<file path="src/rtl/uart_byte_receive.sv">
// 8N1 UART receiver that realigns bytes into NUM_BYTES x 7-bit words using bit 7 as the
// word-alignment flag. Optional idle timeout for partial words: UART_BYTE_RX_TIMEOUT_EN.
module uart_byte_receive #(
    parameter int NUM_BYTES        = 2,
    parameter int BAUD_RATE        = 9600,
    parameter int INPUT_CLOCK_FREQ = 100_000_000
) (
    input  logic                       clk_in,
    input  logic                       rst_in,
    input  logic                       rx_wire_in,
    output logic [NUM_BYTES-1:0][6:0]  data_out,
    output logic                       valid_out,
    output logic                       error_out,
    output logic                       busy_out
);
    // state | meaning
    // IDLE  | line idle, waiting for a falling edge
    // START | timing to mid start bit to reject glitches
    // DATA  | sampling 8 data bits at mid-bit, LSB first
    // STOP  | sampling the stop bit at mid-bit
    typedef enum logic [1:0] {S_IDLE, S_START, S_DATA, S_STOP} rx_state_t;

    localparam int BAUD_COUNT = INPUT_CLOCK_FREQ / BAUD_RATE;
    localparam int CNT_W      = $clog2(BAUD_COUNT) + 1;
    localparam int POS_W      = $clog2(NUM_BYTES) + 1;
    localparam logic [CNT_W-1:0] CNT_LAST = CNT_W'(BAUD_COUNT - 1);
    localparam logic [CNT_W-1:0] CNT_HALF = CNT_W'(BAUD_COUNT / 2);
    localparam logic [POS_W-1:0] POS_LAST = POS_W'(NUM_BYTES - 1);

    rx_state_t              state, state_next;
    logic                   sync1, sync2;
    logic [CNT_W-1:0]       cnt, cnt_next;
    logic [2:0]             bit_idx, bit_next;
    logic [7:0]             shreg, shreg_next;
    logic                   byte_done, stop_err, start_det;
    logic [POS_W-1:0]       position, pos_next;
    logic [NUM_BYTES-1:0][6:0] slots, slots_next;
    logic                   commit, asm_err, timeout;

    always_ff @(posedge clk_in or posedge rst_in) begin
        if (rst_in) begin
            sync1 <= 1'b1;
            sync2 <= 1'b1;
        end else begin
            sync1 <= rx_wire_in;
            sync2 <= sync1;
        end
    end

    always_comb begin
        state_next = state;
        cnt_next   = cnt;
        bit_next   = bit_idx;
        shreg_next = shreg;
        byte_done  = 1'b0;
        stop_err   = 1'b0;
        start_det  = 1'b0;
        case (state)
            S_IDLE: begin
                if (!sync2) begin
                    state_next = S_START;
                    cnt_next   = '0;
                    start_det  = 1'b1;
                end
            end
            S_START: begin
                if (cnt == CNT_HALF) begin
                    cnt_next   = '0;
                    bit_next   = '0;
                    state_next = sync2 ? S_IDLE : S_DATA;
                end else begin
                    cnt_next = cnt + 1'b1;
                end
            end
            S_DATA: begin
                if (cnt == CNT_LAST) begin
                    cnt_next   = '0;
                    shreg_next = {sync2, shreg[7:1]};
                    bit_next   = bit_idx + 1'b1;
                    if (bit_idx == 3'd7) state_next = S_STOP;
                end else begin
                    cnt_next = cnt + 1'b1;
                end
            end
            S_STOP: begin
                if (cnt == CNT_LAST) begin
                    cnt_next   = '0;
                    state_next = S_IDLE;
                    byte_done  = sync2;
                    stop_err   = !sync2;
                end else begin
                    cnt_next = cnt + 1'b1;
                end
            end
            default: state_next = S_IDLE;
        endcase
    end

`ifdef UART_BYTE_RX_TIMEOUT_EN
    localparam int TO_COUNT = 20 * BAUD_COUNT;
    localparam int TO_W     = $clog2(TO_COUNT) + 1;
    localparam logic [TO_W-1:0] TO_LAST = TO_W'(TO_COUNT - 1);
    logic [TO_W-1:0] idle_cnt;

    assign timeout = (state == S_IDLE) && !start_det && (position != '0) && (idle_cnt == TO_LAST);

    always_ff @(posedge clk_in or posedge rst_in) begin
        if (rst_in)
            idle_cnt <= '0;
        else if (state != S_IDLE || start_det || position == '0 || timeout)
            idle_cnt <= '0;
        else
            idle_cnt <= idle_cnt + 1'b1;
    end
`else
    assign timeout = 1'b0;
`endif

    // Word assembly; byte_done only fires in STOP, so it never coincides with a timeout.
    always_comb begin
        pos_next   = position;
        slots_next = slots;
        commit     = 1'b0;
        asm_err    = 1'b0;
        if (byte_done) begin
            if (!shreg[7]) begin
                asm_err       = (position != '0);
                slots_next[0] = shreg[6:0];
                pos_next      = POS_W'(1);
            end else if (position == '0) begin
                asm_err = 1'b1;
            end else begin
                for (int i = 1; i < NUM_BYTES; i++)
                    if (position == POS_W'(i)) slots_next[i] = shreg[6:0];
                if (position == POS_LAST) begin
                    commit   = 1'b1;
                    pos_next = '0;
                end else begin
                    pos_next = position + 1'b1;
                end
            end
        end
        if (timeout) pos_next = '0;
    end

    always_ff @(posedge clk_in or posedge rst_in) begin
        if (rst_in) begin
            state     <= S_IDLE;
            cnt       <= '0;
            bit_idx   <= '0;
            shreg     <= '0;
            position  <= '0;
            slots     <= '0;
            data_out  <= '0;
            valid_out <= 1'b0;
            error_out <= 1'b0;
            busy_out  <= 1'b0;
        end else begin
            state     <= state_next;
            cnt       <= cnt_next;
            bit_idx   <= bit_next;
            shreg     <= shreg_next;
            position  <= pos_next;
            slots     <= slots_next;
            if (commit) data_out <= slots_next;
            valid_out <= commit;
            error_out <= stop_err | asm_err | timeout;
            busy_out  <= (state_next != S_IDLE) || (pos_next != '0);
        end
    end
endmodule

</file>
<file path="config.mk">
export PLATFORM = sky130hd
export DESIGN_NAME = uart_byte_receive
export DESIGN_NICKNAME = d
export VERILOG_FILES = /design/src/rtl/uart_byte_receive.sv
export SDC_FILE = /design/constraint.sdc
export NUM_CORES = 1
export LEC_CHECK = 0
export CORE_MARGIN = 5
export CORE_UTILIZATION = 51
export DETAILED_ROUTE_END_ITERATION = 10
export PLACE_DENSITY = 0.74
export RECOVER_POWER = 50
export SETUP_SLACK_MARGIN = 0.2
export SLEW_MARGIN = 20
export SYNTH_ARGS = -nofsm -noshare
export SYNTH_HDL_FRONTEND = slang
export SYNTH_SLANG_ARGS = --single-unit
</file>
<file path="constraint.sdc">
create_clock -name clk_in -period 2.25 [get_ports clk_in]
set_input_delay 0.225 -clock clk_in [delete_from_list [all_inputs] [get_ports clk_in]]
set_output_delay 0.225 -clock clk_in [all_outputs]
set_load 0.01 [all_outputs]
</file>
==> metrics.txt, run 1 <==
Leak=1.639 nW; Finished Layout Cells=340; IO Count=20; Main synth FF type=dfrtp_1; Max-slew headroom=roughly two fifths; main combinational cell family by area after synthesis=simple AND/OR/NAND/NOR gates; clock-pin slew on the worst setup and hold paths=0.11 ns; WS Path Type=flip-flop to flip-flop; post-synth top area cell=dfrtp_1; htree depth=2; min setup slack post-route=-0.06472 ns; dpl cells=312; number of global-route vias before repair=1907; CP max stage delay=0.56 ns; die area=6573 um^2; Hold Path Origin=sync1$_DFF_PP1_; Hold Crit Class=flip-flop to flip-flop; Final period util=102.9%; Area Growth Syn to Fin=34.14%; Post-Synth Simple-Gate Area=between 10% and 20%; Placer Congestion=0.8482; site row count=25; PortBufs=19; DRT iter0 DRCs=107; pre-CTS WS=-0.06014 ns; RSZ-0062 raised after global routing=yes; chip height=81.08 um; syn_nets=216; Yosys warning count=0; average size of a mapped cell=~12 um^2; Critical path origin=cnt[10]$_DFFE_PP0P_; synthesized cell area=around 2600 um^2; Routed WL=around 5700 um; pin count of the biggest net entering global routing=26; # Max-Cap Violations=0; synthesized flop and latch total=56; GRT Util Overall=17.73%; commonest non-fill, non-tap cell in the layout=dfrtp_1; Routed Antenna Nets=0; vias per cell=5.691; adder-cell share of the synthesized area=1.943%; latest clock arrival within the worst-skew pair=approximately 0.32 ns; layout cells sized above 1=42.12%; FFs w/ async S/R, synth=100.0%; CP endpoint kind=flip-flop; Post-Synth XOR/XNOR Area=2.040%; initial antenna violation count=0; Remaining DRCs=0; Crit Path Max Fanout=7; Startpoint Class=flip-flop; Tot Pwr=0.001610 W; crit path cell chain=or3b_4, or4_4, nor4_4, buf_4, clkbuf_16, mux2_4; Largest delay share family, worst path=simple AND/OR/NAND/NOR gates; DRT Pass-1 Iters=4; first-pass GRT wire length=8928 um; Avg WL per Cell=between 15 and 20 um; core area=4817 um^2; Die W=81.08 um; Critical Path AT=2.52 ns; Ant. Diodes=0; clk sinks=56; Final #Nets=279; CTS tree=done; peak supply drop=a little over 0.4 mV; most frequent cells in the layout=dfrtp_1 (53), buf_4 (32), mux2_4 (22), clkdlybuf4s50_1 (17), nand3_1 (12); CTS Hold Buffers Added=0; root buffer cell=clkbuf_8; Synth area leaders=dfrtp_1 (52%), mux2_2 (7.9%), mux2_4 (7.0%); GR Overflow Total=0; status=complete, but fails checks; Fmax=432.0 MHz; Initial Util=53.48%; Synth top area share=52.45%; count of final max-slew check failures=0; Critical R2R Launch=cnt[10]$_DFFE_PP0P_; CP required=2.46 ns; final setup fails=17; Final Util=71.74%; sequential fraction of the synthesis area=54.49%; vias=1935; mux contribution to synthesized area=14.86%; slowest stage cell, crit path=or4_4; post-synthesis compound-gate area fraction=8.791%; Netlist cell types=45; number of synthesized flops with an enable pin=0; clk buf depth=2; CTS Buf Count=5; Worst Skew=between 0.01 and 0.015 ns; Fin. Hold Viols=0; fin crit period=2.315 ns; Critical path buffers and inverters=2; Synth Instances=about 210; TNS Setup=-0.6363 ns; Detailed Place HPWL=between 3000 and 4000 um; Slew @ Worst Pin=slightly above 0.9 ns; final-layout fill cell count=314; failing checks=negative setup slack; pwr dens=465.8 nW/um^2
-- report_power, final --
part	switching [W]	internal [W]	leakage, nW
combinational	0.0000209	0.00000358	0.840
sequential	0.00000190	0.00101	0.754
clock	0.000347	0.000228	0.0452
total	0.000369	0.00124	1.64
-- layer usage --
metal / track usage (%) / vias up / routed length, um
met1: 23.43 / 989 / 2547
li1: - / 890 / -
met3: 4.767 / 14 / 261
met5: 0 / - / 0
met4: 7.095 / 0 / 100
met2: 27.75 / 42 / 2788
-- synth_stat cells, types with 2 or more instances --
cell	number
o22ai_1	2
a31oi_1	6
mux2_2	18
a21oi_1	8
and3_1	7
dfrtp_1	54
ha_1	4
nor4_1	3
clkbuf_1	4
buf_6	2
nor2_1	6
nand3_1	12
mux2_4	12
nand2_1	13
o211ai_1	4
dfstp_2	2
o21ai_0	8
inv_1	8
nor4_4	2
nor3_1	2
nor2b_1	2
xor2_1	4
xnor2_1	2
or2_2	2
nand4_1	2
-- layout make-up --
| cell class | instances | area [um^2] | share of cell area [%] |
|---|---|---|---|
| clock buffer | 5 | 68.82 | 1.991 |
| tap | 67 | 83.83 | 2.426 |
| clock inverter | 3 | 25.02 | 0.7241 |
| sequential | 56 | 1405 | 40.66 |
| timing repair buffer | 63 | 578.1 | 16.73 |
| inverter | 8 | 30.03 | 0.8689 |
| multi-input combinational | 138 | 1265 | 36.60 |
-- through the flow --
stage / hold slack, ns / area [um^2]
3_5_place_dp: 0.3542 / 3030
2_1_floorplan: 0.2295 / 2596
6_report: 0.3691 / 3456
4_1_cts: 0.2841 / 3267
3_3_place_gp: 0.3478 / 3030
5_1_grt: 0.3733 / 3456
-- path summary, 6_finish.rpt --
path,to,slack (ns),cells after the start
max in group asynchronous,sync1$_DFF_PP1_,0.63,3
max,data_out[13]$_DFFE_PP0P_,-0.06,6
min in group asynchronous,data_out[4]$_DFFE_PP0P_,0.54,2
min reg2reg,sync2$_DFF_PP1_,0.37,0
max reg2reg,data_out[13]$_DFFE_PP0P_,-0.06,6
min,sync2$_DFF_PP1_,0.37,0
-- state kept, by name, indices dropped and copies added (netlist names) --
signal / cells
data_out: 14
sync1: 1
position: 2
shreg: 8
bit_idx: 3
valid_out: 1
slots: 7
cnt: 15
error_out: 1
sync2: 1
busy_out: 1
state: 2
-- cell families after synthesis --
| family | after synthesis |
|---|---|
| AO/OA/AOI/OAI | 36 |
| flip-flops | 56 |
| XOR/XNOR | 6 |
| AND/OR/NAND/NOR | 62 |
| adder cells (fa/ha/maj) | 4 |
| multiplexers | 30 |
| buffers and inverters | 15 |
-- what timing repair did --
| item | 4_1_cts | 5_1_grt |
|---|---|---|
| setup endpoints to repair | 47 | 50 |
| buffers inserted | 8 | 10 |
| pin swaps | 9 | 17 |
| resized for setup | 24 | 28 |
| gates cloned | 1 | 1 |
No activity file was read; power rests on OpenSTA's default activity.
==> inputs of run 2 (changes only) <==
--- a/config.mk
+++ b/config.mk
@@ -7,6 +7,7 @@
 export LEC_CHECK = 0
 export CORE_MARGIN = 5
 export CORE_UTILIZATION = 51
+export CTS_BUF_LIST = sky130_fd_sc_hd__clkbuf_8 sky130_fd_sc_hd__clkbuf_16
 export DETAILED_ROUTE_END_ITERATION = 10
 export PLACE_DENSITY = 0.74
 export RECOVER_POWER = 50
==> results of run 2 <==
No change in the layout: final DEF, timing and power equal those of run 1.
==> inputs of run 3 (changes only) <==
--- a/config.mk
+++ b/config.mk
@@ -11,8 +11,9 @@
 export DETAILED_ROUTE_END_ITERATION = 10
 export PLACE_DENSITY = 0.74
 export RECOVER_POWER = 50
+export REMOVE_ABC_BUFFERS = 1
 export SETUP_SLACK_MARGIN = 0.2
-export SLEW_MARGIN = 20
+export SLEW_MARGIN = 0
 export SYNTH_ARGS = -nofsm -noshare
 export SYNTH_HDL_FRONTEND = slang
 export SYNTH_SLANG_ARGS = --single-unit
==> metrics.txt, run 3 (synthesis gave the netlist of run 1 again) <==
status=complete, but fails checks (unchanged); failing checks=negative setup slack (unchanged); Placer Congestion=0.8162 (was 0.8482); IO Count=20 (unchanged); Routed WL=6902 um (was 5698 um); WS Path Type=flip-flop to flip-flop (unchanged); clk sinks=56 (unchanged); Hold Path Origin=sync1$_DFF_PP1_ (unchanged); vias=2054 (was 1935); Critical path buffers and inverters=2 (unchanged); Final period util=109.5% (was 102.9%); Remaining DRCs=0 (unchanged); Routed Antenna Nets=0 (unchanged); number of global-route vias before repair=2085 (was 1907); final setup fails=36 (was 17); CTS tree=done (unchanged); biggest regs=cnt x15, data_out x14, shreg x8 (unchanged); Reg2Reg Capture Point=busy_out$_DFF_PP0_ (was data_out[13]$_DFFE_PP0P_); commonest non-fill, non-tap cell in the layout=dfrtp_1 (unchanged); slowest stage cell, crit path=or4_4 (unchanged); Detailed Place HPWL=3408 um (was 3480 um); placed instance area=3072 um^2 (was 3030 um^2); die area=6573 um^2 (unchanged); Leak=1.765 nW (was 1.639 nW); Area Growth Syn to Fin=43.13% (was 34.14%); # Max-Cap Violations=0 (unchanged); most frequent cells in the layout=dfrtp_1 (54), buf_4 (40), mux2_4 (22), clkdlybuf4s50_1 (17), buf_6 (16) (was dfrtp_1 (53), buf_4 (32), mux2_4 (22), clkdlybuf4s50_1 (17), nand3_1 (12)); root buffer cell=clkbuf_8 (unchanged); htree depth=2 (unchanged); GR Overflow Total=0 (unchanged); Fmax=405.9 MHz (was 432.0 MHz); Max-slew headroom=34.69% (was 38.29%); GRT Util Overall=21.51% (was 17.73%); layout cells sized above 1=46.05% (was 42.12%); worst reg-to-reg setup slack=-0.21 ns (was -0.06 ns); Crit Path Max Fanout=4 (was 7); CTS Hold Buffers Added=0 (unchanged); Worst Skew=0.004311 ns (was 0.01237 ns); core area=4817 um^2 (unchanged); Hold Crit Class=flip-flop to flip-flop (unchanged); design area=3687 um^2 (was 3456 um^2); Ant. Diodes=0 (unchanged); latest clock arrival within the worst-skew pair=0.33 ns (was 0.32 ns); CP required=2.45 ns (was 2.46 ns); Final #Nets=297 (was 279); Tot Pwr=0.001637 W (was 0.001610 W); Startpoint Class=flip-flop (unchanged); max FFs per register=15 (unchanged); pin count of the biggest net entering global routing=32 (was 26); pwr dens=443.9 nW/um^2 (was 465.8 nW/um^2); crit path cell chain=inv_2, ha_4, or4b_4, o41ai_4, buf_4, nand3_4, or4_4 (was or3b_4, or4_4, nor4_4, buf_4, clkbuf_16, mux2_4); Biggest register=cnt (unchanged); vias per cell=5.737 (was 5.691); Largest delay share family, worst path=simple AND/OR/NAND/NOR gates (unchanged); clock-pin slew on the worst setup and hold paths=0.11 ns (about the same); hold endpoint=sync2$_DFF_PP1_ (unchanged); initial antenna violation count=0 (unchanged); worst hold path cell count=0 (unchanged); site row count=25 (unchanged); CP endpoint kind=flip-flop (unchanged); Fin. Hold Viols=0 (unchanged); Critical Path AT=2.67 ns (was 2.52 ns); Critical R2R Launch=cnt[0]$_DFFE_PP0P_ (was cnt[10]$_DFFE_PP0P_); chip height=81.08 um (unchanged); clk buf depth=2 (unchanged); count of final max-slew check failures=0 (unchanged); CP max stage delay=0.52 ns (was 0.56 ns); peak supply drop=0.4315 mV (was 0.4130 mV); worst hold slack=0.3637 ns (was 0.3691 ns); Slew @ Worst Pin=0.9786 ns (was 0.9247 ns); min setup slack post-route=-0.2134 ns (was -0.06472 ns); CTS Buf Count=5 (unchanged); RSZ-0062 raised after global routing=yes (unchanged); fin crit period=2.463 ns (was 2.315 ns); DRT iter0 DRCs=154 (was 107); DRT Pass-1 Iters=4 (unchanged); Die W=81.08 um (unchanged); Avg WL per Cell=19.28 um (was 16.76 um); first-pass GRT wire length=10500 um (was 8928 um); PortBufs=19 (unchanged); TNS Setup=-4.173 ns (was -0.6363 ns); Initial Util=53.48% (unchanged); reg2reg path depth=7 (was 6)
-- run 3: cell types whose count changed in the layout (fill, tap and decap cells not counted), sizes merged --
cell    delta
clkinv     +1
inv        -1
buf       +18
-- run 3: what timing repair did --
item                                    CTS  global route
cloned                                    2             0
endpoints found under the setup margin   46            52
pin swaps                                 8            10
setup buffers                            18            12
gates resized for setup                  53            16
-- run 3: through the flow --
step / worst slack [ns] / std cells / utilization, %
after CTS: -0.05768 / 346 / 73.66
after detailed placement: -0.05514 / 318 / 63.77
final: -0.2134 / 358 / 76.55
after global routing: -0.2699 / 358 / 76.55
after floorplan: -0.5336 / 202 / -
after global placement: -0.02623 / 318 / 63.77
-- run 3: layout make-up --
| class | instances | area, um^2 |
|---|---|---|
| multi-input combinational | 138 | 1292 |
| timing repair buffer | 81 | 780.7 |
| sequential | 56 | 1404 |
| inverter | 8 | 30.03 |
| fill | 290 | 1130 |
| tap | 67 | 83.83 |
| clock inverter | 3 | 27.53 |
| clock buffer | 5 | 68.82 |
-- run 3: where the power goes --
part / internal, W / leakage (nW) / switching [W] / total, W
registers: 0.00101 / 0.756 / 0.00000149 / 0.00101
clock network: 0.000230 / 0.0463 / 0.000372 / 0.000602
logic: 0.00000321 / 0.963 / 0.0000210 / 0.0000242
total: 0.00124 / 1.76 / 0.000395 / 0.00164
-- run 3: worst max path at each step --
stage	start	to	slack, ns	cells after the start
2_1_floorplan	cnt[14]$_DFFE_PP0P_	data_out[4]$_DFFE_PP0P_	-0.53	4
5_1_grt	cnt[1]$_DFFE_PP0P_	busy_out$_DFF_PP0_	-0.27	7
4_1_cts	cnt[6]$_DFFE_PP0P_	data_out[11]$_DFFE_PP0P_	-0.06	5
3_3_place_gp	cnt[14]$_DFFE_PP0P_	data_out[4]$_DFFE_PP0P_	-0.03	5
6_report	cnt[0]$_DFFE_PP0P_	busy_out$_DFF_PP0_	-0.21	7
3_5_place_dp	cnt[0]$_DFFE_PP0P_	busy_out$_DFF_PP0_	-0.06	7
-- run 3: layer usage --
metal  GRT usage [%]  part of all wire [%]  vias to the layer above
met4           11.32                   3.6                        0
met1           27.63                    43                     1031
met3           3.326                   4.9                       20
met5               0                     0                        -
li1                -                     -                      929
met2           35.06                    49                       74
